$ cat src/rtl/omsp_spm_protect_seq_pkg.sv
// Shared definitions for the SPM protect/unprotect sequencer.
package omsp_spm_protect_seq_pkg;

  // Key width in bits, shared with the SPM array.
  localparam int SECURITY  = 64;
  // Number of 16-bit key words streamed after a successful protect.
  localparam int KEY_WORDS = SECURITY / 16;

  typedef enum logic [2:0] {
    ST_IDLE   = 3'd0,
    ST_UPDATE = 3'd1,
    ST_CHECK  = 3'd2,
    ST_KEY    = 3'd3,
    ST_RESP   = 3'd4
  } state_e;

endpackage

$ cat src/rtl/omsp_spm_protect_seq.sv
// Protect/unprotect sequencer: issues the SPM update pulse, checks the
// violation flag, streams the derived key on protect and returns one
// pass/fail response per command.
module omsp_spm_protect_seq #(
  parameter int SECURITY     = omsp_spm_protect_seq_pkg::SECURITY,
  parameter int KEY_WORDS    = SECURITY / 16,
  parameter int KEY_IDX_SIZE = 2
) (
  input  logic                    mclk,
  input  logic                    puc_rst,
  input  logic                    cmd_valid,
  output logic                    cmd_ready,
  input  logic                    cmd_enable,
  output logic                    update_spm,
  output logic                    enable_spm,
  input  logic                    violation,
  input  logic                    kd_valid,
  input  logic [15:0]             kd_data,
  output logic                    kd_ready,
  output logic                    write_key,
  output logic [15:0]             key_in,
  output logic [KEY_IDX_SIZE-1:0] key_idx,
  output logic                    rsp_valid,
  output logic                    rsp_ok,
  input  logic                    rsp_ready,
  output logic                    busy
);
  import omsp_spm_protect_seq_pkg::*;

  localparam logic [KEY_IDX_SIZE-1:0] LAST_IDX = KEY_IDX_SIZE'(KEY_WORDS - 1);

  state_e                  state_q, state_d;
  logic [KEY_IDX_SIZE-1:0] cnt_q, cnt_d;
  logic                    en_q, en_d;
  logic                    ok_q, ok_d;

  // State, word counter, latched enable and result register.
  always_ff @(posedge mclk) begin
    if (puc_rst) begin
      state_q <= ST_IDLE;
      cnt_q   <= '0;
      en_q    <= 1'b0;
      ok_q    <= 1'b0;
    end else begin
      state_q <= state_d;
      cnt_q   <= cnt_d;
      en_q    <= en_d;
      ok_q    <= ok_d;
    end
  end

  // Next-state logic; a violation during KEY beats a same-cycle key write.
  always_comb begin
    state_d = state_q;
    cnt_d   = cnt_q;
    en_d    = en_q;
    ok_d    = ok_q;
    unique case (state_q)
      ST_IDLE: begin
        if (cmd_valid) begin
          en_d    = cmd_enable;
          cnt_d   = '0;
          state_d = ST_UPDATE;
        end
      end
      ST_UPDATE: state_d = ST_CHECK;
      ST_CHECK: begin
        if (violation) begin
          ok_d    = 1'b0;
          state_d = ST_RESP;
        end else if (en_q) begin
          state_d = ST_KEY;
        end else begin
          ok_d    = 1'b1;
          state_d = ST_RESP;
        end
      end
      ST_KEY: begin
        if (violation) begin
          ok_d    = 1'b0;
          state_d = ST_RESP;
        end else if (kd_valid) begin
          if (cnt_q == LAST_IDX) begin
            // Last word: leave the counter at its final index, no wrap.
            ok_d    = 1'b1;
            state_d = ST_RESP;
          end else begin
            cnt_d = cnt_q + 1'b1;
          end
        end
      end
      ST_RESP: begin
        if (rsp_ready) state_d = ST_IDLE;
      end
      default: state_d = ST_IDLE;
    endcase
  end

  assign cmd_ready  = (state_q == ST_IDLE);
  assign update_spm = (state_q == ST_UPDATE);
  assign enable_spm = en_q;
  assign kd_ready   = (state_q == ST_KEY);
  assign write_key  = (state_q == ST_KEY) && kd_valid && !violation;
  assign key_in     = kd_data;
  assign key_idx    = cnt_q;
  assign rsp_valid  = (state_q == ST_RESP);
  // The result register keeps its last value; only expose it with a response.
  assign rsp_ok     = (state_q == ST_RESP) && ok_q;
  assign busy       = (state_q != ST_IDLE);

endmodule

$ cat config.mk
export PLATFORM = sky130hd
export DESIGN_NAME = omsp_spm_protect_seq
export DESIGN_NICKNAME = d
export VERILOG_FILES = /design/src/rtl/omsp_spm_protect_seq_pkg.sv /design/src/rtl/omsp_spm_protect_seq.sv
export SDC_FILE = /design/constraint.sdc
export NUM_CORES = 1
export LEC_CHECK = 0
export ABC_AREA = 1
export CORE_MARGIN = 2
export CORE_UTILIZATION = 30
export DETAILED_ROUTE_END_ITERATION = 8
export MAX_ROUTING_LAYER = met4
export PLACE_DENSITY = 0.77
export SYNTH_ARGS = -nofsm -noshare
export SYNTH_HDL_FRONTEND = slang
export SYNTH_SLANG_ARGS = --single-unit
$ cat constraint.sdc
create_clock -name mclk -period 1.92 [get_ports mclk]
set_clock_uncertainty 0.2 [all_clocks]
set_input_delay 0.384 -clock mclk [delete_from_list [all_inputs] [get_ports mclk]]
set_output_delay 0.384 -clock mclk [all_outputs]
set_load 0.01 [all_outputs]
After elaboration in Yosys (flattened, before gate mapping):

Index checks and enable logic that the tools add are counted.

* add/sub/neg operators: 1
* $mul: 0
* divide/modulo/power cells: 0
* order comparisons: 0
* equality and inequality tests: 13
* shift operators: 0
* mux-type cells: 19
* bitwise logic cells: 0
* reductions and logical operators: 12

Operators by type and width (count)
* $mux 3: 7
* $pmux 3 s5: 1
* $mux 2: 4
* $ne 2x2->1 const B: 4
* $reduce_and 4->1: 2
* $eq 3x2->1 const B: 2
* $ne 3x3->1 const B: 2
* $mux 1: 5
* $reduce_and 5->1: 1
* $pmux 2 s2: 1
* $reduce_bool 2->1: 2
* $eq 3x1->1 const B: 1
* $eq 3x3->1 const B: 1
* $logic_and 1x1->1: 3
* $logic_not 3->1: 1
* $ne 3x2->1 const B: 1
* $reduce_bool 3->1: 1
* $add 2x1->2 const B: 1
* $eq 2x2->1 const B: 1
* $ne 2x1->1 const B: 1
* $pmux 1 s2: 1
* $reduce_and 2->1: 1
* $logic_not 1->1: 1

* flip-flop bits (word level): 7
* bits in latches: 0
* RAM bits: 0
* bits in read-only memories: 0
* input bits: 23
* output and inout bits: 26
* logic and storage cells: 49
* memories kept: 0

Depth between registers and ports, before layout:

Gate-level depths: netlist (run 1).

* depth after elaboration: 5
* depth in mapped cells: 9

Least setup slack after synthesis (run 1):

No wires, ideal clock.

* path kind: reg2out
* from: register state_q[2]
* to: output port rsp_ok
* arrival: 0.964 ns
* required time: 1.336 ns
* slack: 0.372 ns
* stages on the path, launching flop included: 3
* cell sequence: dfxtp_1 inv_2 nor4_1

* word-level cells in the longest chain between the ends: 2

Ends and longest elaborated chain
* start, declared: line omsp_spm_protect_seq.sv:32 `state_e state_q, state_d;`
* start signal, assigned: line omsp_spm_protect_seq.sv:45 `state_q <= state_d;`
* $eq 3x3->1: line omsp_spm_protect_seq.sv:108 `assign rsp_ok = (state_q == ST_RESP) && ok_q;`
* $logic_and 1x1->1: line omsp_spm_protect_seq.sv:108
* end, declared: line omsp_spm_protect_seq.sv:24 `output logic rsp_ok,`

Every way passes these cells.

Final worst setup path (run 1):

* from: register cnt_q[0], in the netlist key_idx[0]
* to: output port key_idx[0]

RTL lines
* start, declared: line omsp_spm_protect_seq.sv:33 `logic [KEY_IDX_SIZE-1:0] cnt_q, cnt_d;`
* start signal, assigned: line omsp_spm_protect_seq.sv:46 `cnt_q <= cnt_d;`
* end, declared: line omsp_spm_protect_seq.sv:22 `output logic [KEY_IDX_SIZE-1:0] key_idx,`

No word-level cell between the ends.

==> impl_metrics.csv, run 1 <==
group,metric,value,unit
outcome,status,"finished clean",
power_and_ir_drop,comb_power_share,0.565,
worst_hold_path,hp-class,"reg -> reg",
worst_setup_path,critPathTopFamily,"buffers and inverters",
clock_tree,worstSkewPairLatency,0.25,ns
clock_tree,cts-hold-fix-buffers,0,
power_and_ir_drop,p_leak,0.365,nW
floorplanning,core-area,1760,µm²
power_and_ir_drop,seqPwrFrac,0.284,
yosys,synthTopCellsByArea,"dfxtp_1 24%, buf_4 21%, nand2_1 9.2%",
power_and_ir_drop,power_switching,0.000395,W
place,dp_cells,119,
flow_run,cap_violations,0,
layout,final_nets,123,
route,drc_errors,0,
grt,track_usage,0.122,
clock_tree,cts_buffers,3,
sta,final.period_utilization,0.927,
yosys,synth-xor-area-share,0,
worst_setup_path,crit_buf_inv,1,
sta,fin_crit,1.78,ns
power_and_ir_drop,power_frac_clock,0.151,
yosys,synth_mux_area_frac,0,
route,viasPerCell,4.33,
yosys,syn-cell-area,573,µm²
floorplanning,die-area,2280,µm²
route,num_vias,533,
worst_setup_path,critical_path.startpoint_type,"flip-flop",
clock_tree,cts.sinks,7,
sta,grt_setup_unrepaired,"no",
floorplanning,die_h,47.7,µm
power_and_ir_drop,p_per_area,1270,nW/µm²
route,routedWlPerCell,10.1,µm
worst_setup_path,crit_path_top_delay_cell,"clkdlybuf4s50_1",
power_and_ir_drop,p_int,0.000519,W
clock_tree,cts_tree,"built",
place,port_buffers,16,
grt,grt_pass1_wl,1940,µm
sta,slew_violations,0,
worst_setup_path,cp-end-kind,"primary output",
yosys,synth_compound_area_frac,0.0349,
worst_setup_path,cp_slowest_stage_delay,0.57,ns
worst_setup_path,required,1.34,ns
yosys,synth.distinct_cells,17,
sta,timing_worst_slew_pin_value,0.195,ns
yosys,synth_top_family_by_area,"simple AND/OR/NAND/NOR gates",
yosys,synth_commonest_cells,"16 x buf_4, 14 x nand2_1, 12 x inv_1",
yosys,synth_top_area_frac,0.245,
yosys,synthCells,87,
sta,setup_violations,0,
route,drtIter0Drc,5,
yosys,synth_fp_nets,111,
sta,max-slew-margin-rel,0.869,
layout,layout.cells.non_filler,123,
floorplanning,start_util,0.325,
yosys,synth_adder_area_share,0.0218,
place,gp_congestion,0.770,
grt,grt_max_degree,7,
power_and_ir_drop,power_switching_share,0.432,
grt,antenna_found_initial,0,
floorplanning,die_w,47.7,µm
grt,grt_pass1_vias,511,
clock_tree,htree_levels,1,
yosys,synth-edff-count,0,
yosys,synth.most_common_cell,"buf_4",
clock_tree,cts_buffer_depth,2,
floorplanning,boundaryPins,49,
layout,drive_above_1_share,0.255,
worst_setup_path,critPathArrivalTime,1.20,ns
worst_setup_path,crit_path_max_fanout,4,
yosys,ys_seq_area_frac,0.245,
route,antenna_left,0,
yosys,ys.flop_type,"dfxtp_1",
layout,areaGrowthSynthToFinish,25.3,%
power_and_ir_drop,max-vdd-ir-drop,0.000354,V
yosys,yosys_warnings,0,
yosys,syn_avg_cell_area,6.59,µm²
grt,grt_remaining_overflow,0,
route,firstDrtPassIters,4,
floorplanning,fp-row-count,15,
sta,fmax,562,MHz
yosys,synthSimpleGateAreaFrac,0.391,
place,hpwl,997,µm
worst_setup_path,crit_chain,"clkdlybuf4s50_1",
yosys,synth.ff_latch_count,7,
worst_setup_path,crit_type,"reg -> out",
clock_tree,root_buffer,"clkbuf_4",
sta,hold_viol,0,
yosys,ys_async_sr_fraction,0,
clock_tree,path_clk_slew,0.05,ns
sta,holdWs,0.280,ns
route,wl,1240,µm
yosys,synth_top_area_cell,"dfxtp_1",
layout,antennaDiodeCount,0,
-- power groups by stage --
stage / Combinational (W) / Sequential (W) / Clock (W)
2_1_floorplan: 0.000329 / 0.000259 / 0
3_3_place_gp: 0.000534 / 0.000247 / 0
3_5_place_dp: 0.000544 / 0.000251 / 0
4_1_cts: 0.000518 / 0.000258 / 0.000141
5_1_grt: 0.000577 / 0.000267 / 0.000145
6_report: 0.000517 / 0.000259 / 0.000139
-- per-layer routing --
metal  wire (µm)  up-vias  GRT usage
li1            -      276          -
met1         495      243      0.119
met2         671       12      0.224
met3          57        2     0.0113
met4          21        0     0.0811
met5           0        -          -
-- state kept, by name, summed over array words and instances (netlist names) --
name	cells
enable_spm	1
key_idx	2
ok_q	1
state_q	3
-- stage by stage --
| stage | worst slack [ns] | TNS (ns) | instance area [µm²] | utilization | total power [W] |
|---|---|---|---|---|---|
| 2_1_floorplan | 0.372 | 0 | 573 | - | 0.000588 |
| 3_3_place_gp | -0.232 | -0.232 | 697 | 0.395 | 0.000781 |
| 3_5_place_dp | -0.268 | -0.268 | 697 | 0.395 | 0.000796 |
| 4_1_cts | 0.0144 | 0 | 722 | 0.409 | 0.000917 |
| 5_1_grt | 0.0736 | 0 | 718 | 0.407 | 0.000990 |
| 6_report | 0.139 | 0 | 718 | 0.407 | 0.000915 |
-- worst paths after layout --
kind | startpoint | end | slack [ns] | depth (start not counted)
worst min register to register | enable_spm | enable_spm | 0.28 | 2
worst max-delay path | key_idx[0] | key_idx[0] | 0.14 | 1
worst max register to register | state_q[2] | state_q[0] | 0.48 | 8
worst min-delay path | enable_spm | enable_spm | 0.28 | 2
-- cells in the final DEF, fill, tap and decap left out, types with 2 or more instances in the layout --
cell type        count
nand3_1              9
a21oi_1              3
dfxtp_1              5
nor2_2               2
clkbuf_4             3
nand2_2              4
inv_2                4
nand3b_1             2
nand2_1             14
buf_4                7
nor2_1               9
dlygate4sd2_1        6
inv_1               11
clkdlybuf4s50_1      9
-- cell type report --
class | count | area (µm²)
fillers | 196 | 1050
multi-input cells | 49 | 259
repair buffers | 23 | 200
flip-flops and latches | 7 | 145
inverters | 15 | 56.3
well taps | 25 | 31.3
clock buffers | 4 | 26.3
-- cell families (layout without fill, tap and decap cells) --
kind of cell,Yosys count,after routing
and+or+nand+nor,44,44
buffers and inverters,31,42
DFF,7,7
AOI/OAI and AO/OA,4,4
adders and majority gates,1,1
-- tightest hold or removal path: cells and delay by family, from the launching register on --
kind,cells,cell delay (ns)
DFF,1,0.30
AOI/OAI and AO/OA,1,0.06
buffers and inverters,1,0.07
-- repair_timing --
| action | in CTS | in global routing |
|---|---|---|
| hold endpoints to repair | 0 | 0 |
| resized for setup | 12 | 2 |
| buffers inserted | 0 | 0 |
| setup endpoints to repair | 7 | 1 |
No activity file was read; power rests on OpenSTA's default activity.
==> run 2, diff against run 1 <==
Settings changed: CAP_MARGIN from default to 5, CELL_PAD_IN_SITES_DETAIL_PLACEMENT from default to 1, CELL_PAD_IN_SITES_GLOBAL_PLACEMENT from default to 2, CORE_UTILIZATION 30 to 15, PLACE_DENSITY 0.77 to default, PLACE_DENSITY_LB_ADDON from default to 0.1.
==> run 2 against run 1 <==
Effect of this change:
- sequential cell count unchanged
- via count down 0.94%
- utilization down 19 points
- global-route usage down 3.4 points
- first-iteration DRC count down 60%
- non-clock buffer count up 1
- register-to-register slack about the same
- sequential power about the same
- combinational power up 5.6%
- final area up 8.9%
- largest cell class unchanged
- highest routed layer unchanged
==> impl_metrics.csv, run 2 (synthesized netlist as in run 1, its figures left out) <==
group,metric,value,unit
sta,timing_worst_slew_pin_value,0.208,ns
worst_setup_path,crit_chain,"clkdlybuf4s50_1 -> inv_2 -> nand2_4 -> nor2_1 -> clkdlybuf4s15_1",
worst_setup_path,crit_buf_inv,3,
worst_setup_path,critical_path.startpoint_type,"input pin",
floorplanning,fp-row-count,22,
clock_tree,htree_levels,1,
sta,fin_tns_setup,0,ns
route,drtIter0Drc,2,
layout,top_register,"state_q",
route,wl,1630,µm
floorplanning,core-area,3660,µm²
floorplanning,start_util,0.157,
worst_hold_path,hp-class,"reg -> reg",
clock_tree,cts.sinks,7,
sta,setup_violations,0,
sta,finalWorstSetupSlack,0.0642,ns
layout,largest_reg_flops,3,
clock_tree,path_clk_slew,0.04,ns
layout,final_common_cell,"nand2_1",
grt,grt_pass1_wl,2720,µm
sta,slew_violations,0,
outcome,status,"finished clean",
place,port_buffers,16,
place,gp_congestion,0.696,
worst_setup_path,critPathTopFamily,"buffers and inverters",
clock_tree,root_buffer,"clkbuf_8",
worst_setup_path,cp-end-kind,"primary output",
layout,drive_above_1_share,0.253,
worst_setup_path,cp_slowest_stage_delay,0.44,ns
route,firstDrtPassIters,2,
sta,fin_crit,1.86,ns
sta,fmax,539,MHz
grt,grt_max_degree,7,
floorplanning,die_h,65.8,µm
power_and_ir_drop,p_per_area,1310,nW/µm²
layout,areaGrowthSynthToFinish,36.5,%
grt,grt_pass1_vias,591,
grt,grt_remaining_overflow,0,
worst_setup_path,critPathArrivalTime,1.27,ns
clock_tree,cts_tree,"built",
worst_setup_path,crit_type,"in -> out",
place,hpwl,1410,µm
clock_tree,cts-hold-fix-buffers,0,
sta,final.period_utilization,0.967,
clock_tree,cts_buffer_depth,2,
grt,antenna_found_initial,0,
route,routedWlPerCell,11.1,µm
worst_setup_path,crit_path_top_delay_cell,"clkdlybuf4s50_1",
floorplanning,die_w,65.8,µm
layout,final_nets,124,
power_and_ir_drop,p_leak,0.387,nW
route,antenna_left,0,
route,viasPerCell,3.59,
floorplanning,die-area,4330,µm²
sta,max-slew-margin-rel,0.861,
worst_setup_path,required,1.34,ns
flow_run,cap_violations,0,
layout,antennaDiodeCount,0,
floorplanning,boundaryPins,49,
grt,track_usage,0.0882,
place,dp_slack,-0.259,ns
route,drc_errors,0,
power_and_ir_drop,max-vdd-ir-drop,0.000315,V
layout,layout_common_cells,"14 x nand2_1, 11 x inv_1, 9 x nand3_1, 9 x nor2_1, 9 x clkdlybuf4s50_1",
sta,grt_setup_unrepaired,"no",
clock_tree,worstSkewPairLatency,0.23,ns
clock_tree,cts_buffers,3,
sta,hold_viol,0,
worst_setup_path,crit_path_max_fanout,2,
route,num_vias,528,
-- run 2: cell types whose count changed in the layout (fill, tap and decap cells not counted), sizes merged --
cell	before	now
buf	7	8
clkbuf	5	4
clkdlybuf4s15	0	1
dlygate4sd2	6	5
dlymetal6s2s	0	1
-- run 2: path summary, 6_finish.rpt --
path / start / to / slack [ns] / depth (start not counted)
worst max-delay path: violation / write_key / 0.06 / 5
worst min-delay path: ok_q / ok_q / 0.26 / 2
worst max register to register: state_q[1] / state_q[0] / 0.49 / 8
worst min register to register: ok_q / ok_q / 0.26 / 2
-- run 2: per-stage QoR --
| stage | utilization | cell area (µm²) | instances | hold slack, ns | total power [W] |
|---|---|---|---|---|---|
| 3_5_place_dp | 0.200 | 733 | 143 | 0.274 | 0.000839 |
| 5_1_grt | 0.214 | 782 | 147 | 0.309 | 0.00114 |
| 3_3_place_gp | 0.200 | 733 | 143 | 0.273 | 0.000839 |
| 4_1_cts | 0.213 | 778 | 147 | 0.280 | 0.00105 |
| 6_report | 0.214 | 782 | 147 | 0.262 | 0.00102 |
| 2_1_floorplan | - | 573 | 87 | 0.232 | 0.000588 |
-- run 2: layout make-up --
| type | instances | area [µm²] |
|---|---|---|
| sequential | 7 | 145 |
| inverter | 15 | 56.3 |
| multi-input combinational | 49 | 259 |
| timing repair buffer | 24 | 216 |
| clock buffer | 4 | 45.0 |
| tap | 48 | 60.1 |
| fill | 458 | 2880 |
-- run 2: per-layer routing --
layer | vias to the layer above | share of wire | global-route usage
li1 | 275 | - | -
met2 | 20 | 0.43 | 0.120
met5 | - | 0 | -
met3 | 6 | 0.065 | 0.0221
met4 | 0 | 0.031 | 0.0677
met1 | 227 | 0.47 | 0.111
-- run 2: timing repair --
action                     in CTS  in global routing
setup endpoints to repair       7                  2
setup buffers                   0                  0
resized for setup              11                  2
-- run 2: where the power goes --
| group | internal, W | switching [W] |
|---|---|---|
| sequential | 0.000205 | 0.0000543 |
| clock | 0.000144 | 0.0000708 |
| combinational | 0.000259 | 0.000288 |
| total | 0.000608 | 0.000413 |
-- run 2: worst reg2reg max path, delay by kind of cell (launching register included) --
kind	cells	cell delay, ns
flops	1	0.38
simple gates	7	0.60
buf+inv	1	0.13
